--- src/rtl/redmule_z_drain_buffer.sv ---
// Ping-pong drain buffer: collects result columns from the array and emits one row per beat.
// Optional stall/overflow counters are enabled by defining REDMULE_Z_DRAIN_STALL_CNT_EN.
module redmule_z_drain_buffer #(
    parameter int unsigned DW     = 288,
    parameter int unsigned BITW   = 16,
    parameter int unsigned Height = 4,
    parameter int unsigned Width  = 4
) (
    input  logic                          clk_i,
    input  logic                          rst_ni,
    input  logic                          clear_i,
    input  logic [$clog2(Width):0]        width_i,
    input  logic [$clog2(Height):0]       height_i,
    input  logic [Width*BITW-1:0]         z_i,
    input  logic                          z_valid_i,
    output logic                          z_ready_o,
    output logic [DW-1:0]                 z_o,
    output logic [DW/8-1:0]               z_strb_o,
    output logic                          z_valid_o,
    input  logic                          z_ready_i,
    output logic                          full_o,
    output logic                          empty_o,
    output logic                          tile_done_o
`ifdef REDMULE_Z_DRAIN_STALL_CNT_EN
    ,
    output logic [31:0]                   stall_cnt_o,
    output logic [31:0]                   ovf_cnt_o
`endif
);

    localparam int unsigned WW  = $clog2(Width) + 1;
    localparam int unsigned HW  = $clog2(Height) + 1;
    localparam int unsigned HIW = (Height > 1) ? $clog2(Height) : 1;
    localparam int unsigned RIW = (Width > 1) ? $clog2(Width) : 1;
    localparam int unsigned SW  = DW / 8;

    typedef enum logic [1:0] {EMPTY, FILLING, FULL, DRAINING} bank_state_e;

    bank_state_e         state_reg  [2];
    bank_state_e         state_next [2];
    logic [WW-1:0]       width_reg  [2];
    logic [WW-1:0]       width_next [2];
    logic [HW-1:0]       height_reg [2];
    logic [HW-1:0]       height_next[2];
    logic                wr_bank_reg, wr_bank_next;
    logic                rd_bank_reg, rd_bank_next;
    logic [HIW-1:0]      h_idx_reg, h_idx_next;
    logic [RIW-1:0]      row_idx_reg, row_idx_next;
    logic [BITW-1:0]     mem_reg [2][Height][Width];

    logic                capture, drain, last_col, last_row;
    logic [HW-1:0]       cap_height, rd_height;
    logic [WW-1:0]       rd_width;
    logic [DW-1:0]       z_row;

    function automatic logic [WW-1:0] clamp_w(input logic [WW-1:0] v);
        if (v == '0) return WW'(1);
        if (v > WW'(Width)) return WW'(Width);
        return v;
    endfunction

    function automatic logic [HW-1:0] clamp_h(input logic [HW-1:0] v);
        if (v == '0) return HW'(1);
        if (v > HW'(Height)) return HW'(Height);
        return v;
    endfunction

    // Ready depends only on registered bank state, so a freed bank is writable the next cycle.
    assign z_ready_o = (state_reg[wr_bank_reg] == EMPTY) || (state_reg[wr_bank_reg] == FILLING);
    assign z_valid_o = (state_reg[rd_bank_reg] == FULL) || (state_reg[rd_bank_reg] == DRAINING);
    assign capture   = z_valid_i && z_ready_o;
    assign drain     = z_valid_o && z_ready_i;

    // The first column of a tile must already see the clamped size it is about to latch.
    assign cap_height = (state_reg[wr_bank_reg] == EMPTY) ? clamp_h(height_i) : height_reg[wr_bank_reg];
    assign rd_width   = width_reg[rd_bank_reg];
    assign rd_height  = height_reg[rd_bank_reg];
    assign last_col   = (HW'(h_idx_reg) == cap_height - HW'(1));
    assign last_row   = (WW'(row_idx_reg) == rd_width - WW'(1));

    assign tile_done_o = drain && last_row;
    assign full_o      = (state_reg[0] == FULL) && (state_reg[1] == FULL);
    assign empty_o     = (state_reg[0] == EMPTY) && (state_reg[1] == EMPTY);

    always_comb begin
        for (int b = 0; b < 2; b++) begin
            state_next[b]  = state_reg[b];
            width_next[b]  = width_reg[b];
            height_next[b] = height_reg[b];
        end
        wr_bank_next = wr_bank_reg;
        rd_bank_next = rd_bank_reg;
        h_idx_next   = h_idx_reg;
        row_idx_next = row_idx_reg;

        if (capture) begin
            if (state_reg[wr_bank_reg] == EMPTY) begin
                width_next[wr_bank_reg]  = clamp_w(width_i);
                height_next[wr_bank_reg] = clamp_h(height_i);
            end
            if (last_col) begin
                state_next[wr_bank_reg] = FULL;
                h_idx_next              = '0;
                wr_bank_next            = ~wr_bank_reg;
            end else begin
                state_next[wr_bank_reg] = FILLING;
                h_idx_next              = h_idx_reg + 1'b1;
            end
        end

        // Capture and drain never target the same bank, so these updates cannot collide.
        if (drain) begin
            if (last_row) begin
                state_next[rd_bank_reg] = EMPTY;
                row_idx_next            = '0;
                rd_bank_next            = ~rd_bank_reg;
            end else begin
                state_next[rd_bank_reg] = DRAINING;
                row_idx_next            = row_idx_reg + 1'b1;
            end
        end
    end

    always_ff @(posedge clk_i) begin
        if (!rst_ni || clear_i) begin
            for (int b = 0; b < 2; b++) begin
                state_reg[b]  <= EMPTY;
                width_reg[b]  <= '0;
                height_reg[b] <= '0;
            end
            wr_bank_reg <= 1'b0;
            rd_bank_reg <= 1'b0;
            h_idx_reg   <= '0;
            row_idx_reg <= '0;
        end else begin
            for (int b = 0; b < 2; b++) begin
                state_reg[b]  <= state_next[b];
                width_reg[b]  <= width_next[b];
                height_reg[b] <= height_next[b];
            end
            wr_bank_reg <= wr_bank_next;
            rd_bank_reg <= rd_bank_next;
            h_idx_reg   <= h_idx_next;
            row_idx_reg <= row_idx_next;
        end
    end

    for (genvar gi = 0; gi < Width; gi++) begin : g_store
        always_ff @(posedge clk_i) begin
            if (rst_ni && !clear_i && capture) begin
                mem_reg[wr_bank_reg][h_idx_reg][gi] <= z_i[gi*BITW +: BITW];
            end
        end
    end

    // Column gi of the current row; columns past the tile height read as zero.
    for (genvar gi = 0; gi < Height; gi++) begin : g_row
        assign z_row[gi*BITW +: BITW] = (z_valid_o && (HW'(gi) < rd_height))
                                        ? mem_reg[rd_bank_reg][gi][row_idx_reg] : '0;
    end
    if (DW > Height * BITW) begin : g_pad
        assign z_row[DW-1:Height*BITW] = '0;
    end
    assign z_o = z_row;

    for (genvar gi = 0; gi < SW; gi++) begin : g_strb
        assign z_strb_o[gi] = z_valid_o && ((32'(gi) * 32'd8) < (32'(rd_height) * 32'(BITW)));
    end

`ifdef REDMULE_Z_DRAIN_STALL_CNT_EN
    logic [31:0] stall_cnt_reg, ovf_cnt_reg;

    always_ff @(posedge clk_i) begin
        if (!rst_ni || clear_i) begin
            stall_cnt_reg <= '0;
            ovf_cnt_reg   <= '0;
        end else begin
            if (z_valid_o && !z_ready_i && (stall_cnt_reg != '1)) stall_cnt_reg <= stall_cnt_reg + 32'd1;
            if (z_valid_i && !z_ready_o && (ovf_cnt_reg != '1)) ovf_cnt_reg <= ovf_cnt_reg + 32'd1;
        end
    end

    assign stall_cnt_o = stall_cnt_reg;
    assign ovf_cnt_o   = ovf_cnt_reg;
`endif

endmodule

--- config.mk ---
export PLATFORM = sky130hd
export DESIGN_NAME = redmule_z_drain_buffer
export DESIGN_NICKNAME = d
export VERILOG_FILES = /design/src/rtl/redmule_z_drain_buffer.sv
export SDC_FILE = /design/constraint.sdc
export NUM_CORES = 1
export LEC_CHECK = 0
export ABC_CLOCK_PERIOD_IN_PS = 9000
export CORE_ASPECT_RATIO = 1.4
export CORE_UTILIZATION = 45
export CTS_CLUSTER_SIZE = 14
export DETAILED_ROUTE_END_ITERATION = 12
export GPL_TIMING_DRIVEN = 0
export PLACE_DENSITY = 0.73
export RECOVER_POWER = 25
export SETUP_SLACK_MARGIN = 0.4
export SLEW_MARGIN = 20
export SYNTH_ARGS = -nofsm -noshare
export SYNTH_HDL_FRONTEND = slang
export SYNTH_SLANG_ARGS = --single-unit
--- constraint.sdc ---
create_clock -name clk_i -period 9 [get_ports clk_i]
set_input_delay 1.8 -clock clk_i [delete_from_list [all_inputs] [get_ports clk_i]]
set_output_delay 1.8 -clock clk_i [all_outputs]
set_load 0.01 [all_outputs]
Yosys cells after proc, flatten, opt, wreduce, memory -nomap -nowiden
Memories as Yosys holds them, arrays and structs flattened. A register that Yosys moved wholly into a read port is not among the register bits.
Index checks and enable logic that the tools add are counted.
{ "word_totals": {"reg_bits": 6, "latchBits": 0, "ramBits": 528, "romBits": 0, "inputBits": 75, "out_inout_bits": 329, "word_cells": 1777, "n_memories": 4} }
{ "mem_list": {"columns": ["memory", "words", "width", "rd", "rd_ports_with_merged_regs", "wr", "line", "text"], "rows": [
  ["mem_reg", 2, 256, 1, 1, 1, "49", "logic [BITW-1:0] mem_reg [2][Height][Width];"],
  ["height_reg", 2, 3, 4, 2, 2, "43", "logic [HW-1:0] height_reg [2];"],
  ["width_reg", 2, 3, 3, 1, 2, "41", "logic [WW-1:0] width_reg [2];"],
  ["state_reg", 2, 2, 4, 2, 2, "39", "bank_state_e state_reg [2];"]
]} }
{ "classes": {"addsub": 4, "mul": 0, "div": 0, "order_cmp": 45, "n_eq_ne": 7, "shifts": 0, "n_mux": 866, "n_bitwise": 789, "n_reduce_logical": 58} }
{ "op_table": {"columns": ["operator", "n"], "rows": [
  ["256-bit 2-to-1 mux", 4],
  ["1-bit 2-to-1 mux", 799],
  ["1-bit OR", 774],
  ["64-bit demux with 2-bit select", 4],
  ["16-bit 2-to-1 mux", 13],
  ["16-bit binary-select mux with 2-bit select", 4],
  ["8-bit by 7-bit < comparator with 1-bit output, first input constant", 16],
  ["64-bit 2-to-1 mux", 1],
  ["3-bit 2-to-1 mux", 20],
  ["7-bit < comparator, first input constant", 8],
  ["48-bit 2-to-1 mux", 1],
  ["1-bit logical AND", 46],
  ["32-bit 2-to-1 mux", 1],
  ["6-bit by 7-bit < comparator with 1-bit output, first input constant", 4],
  ["6-bit 2-to-1 mux", 4],
  ["4-bit 2-to-1 mux", 4],
  ["5-bit by 7-bit < comparator with 1-bit output, first input constant", 2],
  ["6-bit bitwise mux", 2],
  ["2-bit 2-to-1 mux", 6],
  ["2-bit == test, second input constant", 4],
  ["1-bit by 7-bit < comparator with 1-bit output, first input constant", 1],
  ["4-bit by 7-bit < comparator with 1-bit output, first input constant", 1],
  ["2-bit by 3-bit == test with 1-bit output", 2],
  ["3-bit >= comparator, second input constant", 2],
  ["other kinds (25)", 46]
]} }

Longest topological paths before layout
{ "depth": {"ltp_word": 15, "ltp_mapped": 11} }

Worst setup path after synthesis
OpenSTA, ideal clock, no wires.
{ "synth_timing": {"path_kind": "input -> register", "from": "in clear_i", "to": "mem mem_reg[0][100] in the netlist's numbering (enable)", "arrival_time_ns": 5.142, "required_ns": 8.514, "setup_slack_ns": 3.372, "path_stages": 5, "path_buffers": 1, "cell_sequence": "nand2b_1 -> nor2_2 -> nand2_1 -> buf_2 -> nor2_1"} }
{ "synth_between": {"elab_chain_cells": 8, "elab_cells_between_ends": 11, "classes_between": "mux (5); bitwise (3); reduce/logical (3)"} }
{ "synth_lines": {"columns": ["element", "line", "text"], "rows": [
  ["from (decl)", "11", "input logic clear_i,"],
  ["1-bit logical NOT (*)", "150", "if (rst_ni && !clear_i && capture) begin"],
  ["1-bit logical AND (*) (2 in a row)", "150", null],
  ["1-bit 2-to-1 mux (*)", "150", null],
  ["256-bit 2-to-1 mux (not written as such)", "151", "mem_reg[wr_bank_reg][h_idx_reg][gi] <= z_i[gi*BITW +: BITW];"],
  ["1-bit OR (no line) (2 in a row)", null, null],
  ["1-bit OR (no line) (*)", null, null],
  ["to (decl)", "49", null]
]} }
Mark *: on every way between the ends. The rest lies on a longest branch, timed or not.

==> metrics.txt <==
result of the run=completed; Synth Cell Area=roughly 0.025 sq mm; part of the power in combinational logic=0.068; height of the chip=~280 um; effective utilization at floorplan=0.455; Setup WS post-layout=around 2.8 ns; boundary pin count=about 400; number of sinks handled by clock tree synthesis=around 540; relative slew slack=0.143; Net Sw Frac=0.212; commonest cells after routing, fill and taps aside=512 x sky130_fd_sc_hd__edfxtp_1, 253 x sky130_fd_sc_hd__buf_4, 246 x sky130_fd_sc_hd__conb_1; flip-flop cell with the highest count after synthesis=sky130_fd_sc_hd__edfxtp_1; final number of setup-violating endpoints=0; detail-routed net length per standard cell=between 20 and 25 um; GRT overflow=0; deepest clock path buffer count=3; category of the worst setup path launch point=register; most frequent standard cell in the layout excluding fill and tap cells=sky130_fd_sc_hd__edfxtp_1; peak fanout along the critical path=10; Cell Pwr Density=around 170 mW/mm^2; GRT Resource Usage Total=0.237; worst endpoint data arrival time=~4.4 ns; number of cells on the critical path=7; cell depth of the worst hold path=2; share of the yosys chip area belonging to registers=0.630; Static Leakage=about 0.011 uW; dpl cells=around 2600; Seq pwr share=0.545; distinct cell type count of the synthesized netlist=49; delay of the slowest critical-path stage=between 0.9 and 1 ns; area of the multi-input gates=0.00792 sq mm; wirelength, routed=between 60000 and 70000 um; largest net degree at the start of global routing=26; flip-flop and latch area=roughly 0.016 sq mm; max-cap violations=0; WS Path Type=register to primary output; capturing point of the worst reg2reg path=mem_reg[1][34]$_DFFE_PP_; TritonCTS clock tree=yes; cells on worst reg2reg path=8; family with the most delay on the worst path=buffers and inverters; worst hold-check path type=register to register; 1st-pass router iterations=5; RSZ-0062 raised after global routing=false; Synth-to-Final Area Change=21.6%; die outline width=approximately 200 um; Post-Synthesis Mean Instance Area=16.9 sq um; share of cells above drive strength 1=0.330; DPL Wire Length=between 40000 and 50000 um; post-route non-filler standard cell count=2720; Post-route DRC=0; vias per cell=between 5 and 6; portion of the clock cycle consumed by the worst path in the final layout=0.688; Clk pin slew, worst setup/hold paths=0.06 ns; Core ar.=about 0.055 sq mm; highest attainable clock frequency=approximately 0.16 GHz; H-Tree Depth=2; cts bufs inserted=48; number of slew-limit violations in the final report=0; transition time at the pin with the least slew margin=1.29 ns; Setup crit end kind=primary output; relative contribution of the clock network to total power=0.387; worst setup slack after placement=between 3 and 4 ns; data required time of the critical path=7.20 ns; FFs w/ async S/R, synth=0; final critical delay including setup and external delays=~6.2 ns; cell with the most instances on the worst path=sky130_fd_sc_hd__clkbuf_1; final-stage net count=just over 2000; Die Footprint=0.0568 sq mm; number of vias after detailed routing=14300; worst ir drop on vdd=approximately 0.13 mV; number of enable flip-flop cells after synthesis=512; overall power=5050 uW; root cell of the clock tree=sky130_fd_sc_hd__clkbuf_16; first-pass GRT wire length=95900 um; cell breakdown of the critical path=clkbuf_1 > clkbuf_1 > clkbuf_1 > mux2i_1 > nor3_1 > buf_4 > clkdlybuf4s50_1; initial antenna violation count=5; number of instances in the synthesized netlist=~1500; Worst Path Buf+Inv=5; crit path max-delay cell type=sky130_fd_sc_hd__clkbuf_1; Pint=~4000 uW; via count of the first global-routing pass=between 10000 and 15000; buffers added on ports=about 160; max reg flops=just over 500; Hold Crit Start=width_reg[0][0]$_SDFFE_PP0P_; Hold Fails Final Rpt=0; Filler cells=about 4200; setup tns final=0 ns; hold buffer count at CTS=0; antenna viol nets, final=0; count of routing violations after the opening detailed-route iteration=about 1300; total net switching power=between 1000 and 1500 uW; number of cells upsized or downsized after cts=0; final estimated routing congestion in global placement=0.824; number of post-CTS setup repair buffers=0; reg-to-reg setup timing slack=5.45 ns; final setup skew=approximately 0.015 ns; clk_lat worst skew=0.58 ns; Site Rows=a little over 100; number of synthesized register bits=roughly 540; endpoint of the worst hold path=width_reg[0][0]$_SDFFE_PP0P_; Yosys warnings=0
worst max-delay path by stage:
| stage | from | endpoint | slack, ns |
|---|---|---|---|
| final | register | z_strb_o[13] | 2.81 |
| after floorplan | clear_i | mem_reg[0][100]$_DFFE_PP_ | 3.37 |
| after detailed placement | z_ready_i | tile_done_o | 3.67 |
| after global placement | z_valid_i | mem_reg[0][134]$_DFFE_PP_ | 0.38 |
| after global routing | register | z_strb_o[13] | 2.63 |
| after CTS | register | z_strb_o[3] | 3.06 |
worst reg2reg max path: stages, from the launching register on:
cell and delay (ns):
sky130_fd_sc_hd__dfxtp_1 0.32, sky130_fd_sc_hd__buf_6 0.13, sky130_fd_sc_hd__mux2i_1 0.38, sky130_fd_sc_hd__nand2_1 0.29, sky130_fd_sc_hd__nor2_1 0.28, sky130_fd_sc_hd__nand2_1 0.18, sky130_fd_sc_hd__clkbuf_1 0.55, sky130_fd_sc_hd__nor2_4 0.80
sky130_fd_sc_hd__buf_12 0.28
cell type report:
| type | count | share of cell area |
|---|---|---|
| Tap cell | 728 | 0.0298 |
| Multi-Input combinational cell | 838 | 0.259 |
| Inverter | 12 | 0.00147 |
| Buffer | 344 | 0.0753 |
| Clock buffer | 65 | 0.0439 |
| Timing Repair Buffer | 177 | 0.0682 |
| Antenna cell | 2 | 0.000164 |
| Clock inverter | 18 | 0.00385 |
| Sequential cell | 536 | 0.518 |
routing by layer:
metal	up-vias	track usage	wire length, um
met5	-	0	24
met4	4	0.122	3540
met3	165	0.0431	6040
met2	878	0.415	34900
met1	7110	0.280	23300
li1	6143	-	-
power by group through the flow:
stage | registers, uW | logic [uW] | clock network [uW]
after floorplan | 2810 | 232 | 0
after global placement | 2810 | 324 | 0
after detailed placement | 2810 | 338 | 0
after CTS | 2750 | 340 | 1970
after global routing | 2750 | 368 | 2060
final | 2750 | 342 | 1960
cell usage after synthesis, drive strengths merged, types with 6 or more instances:
library cell,number,area share
edfxtp,512,0.61
buf,300,0.085
mux2,195,0.087
mux4,128,0.11
nor2,99,0.015
mux2i,85,0.034
clkbuf,44,0.0066
dfxtp,24,0.019
nand2,13,0.0019
inv,11,0.0016
a21oi,6,0.0012
ha,6,0.0030
nor3,6,0.0012
cell families (layout without fill, tap and decap cells):
logic type | Yosys count | in the layout | synth area share
adders and majority gates | 6 | 6 | 0.00299
muxes | 408 | 408 | 0.236
other | 1 | 248 | 0.000149
xor gates and xnor gates | 7 | 7 | 0.00244
DFF | 536 | 536 | 0.630
buffers and inverters | 356 | 616 | 0.0935
and+or+nand+nor | 143 | 143 | 0.0249
AOI/OAI and AO/OA | 28 | 28 | 0.00960
stage by stage:
stage | area (sq um) | hold WS [ns] | util
finish | 30600 | 0.518 | 0.553
CTS | 30600 | 0.516 | 0.554
detailed placement | 29100 | 0.495 | 0.527
global placement | 28500 | 0.483 | 0.517
floorplan | 26100 | 0.462 | -
global route | 30600 | 0.542 | 0.553
No activity file was read; power rests on OpenSTA's default activity.
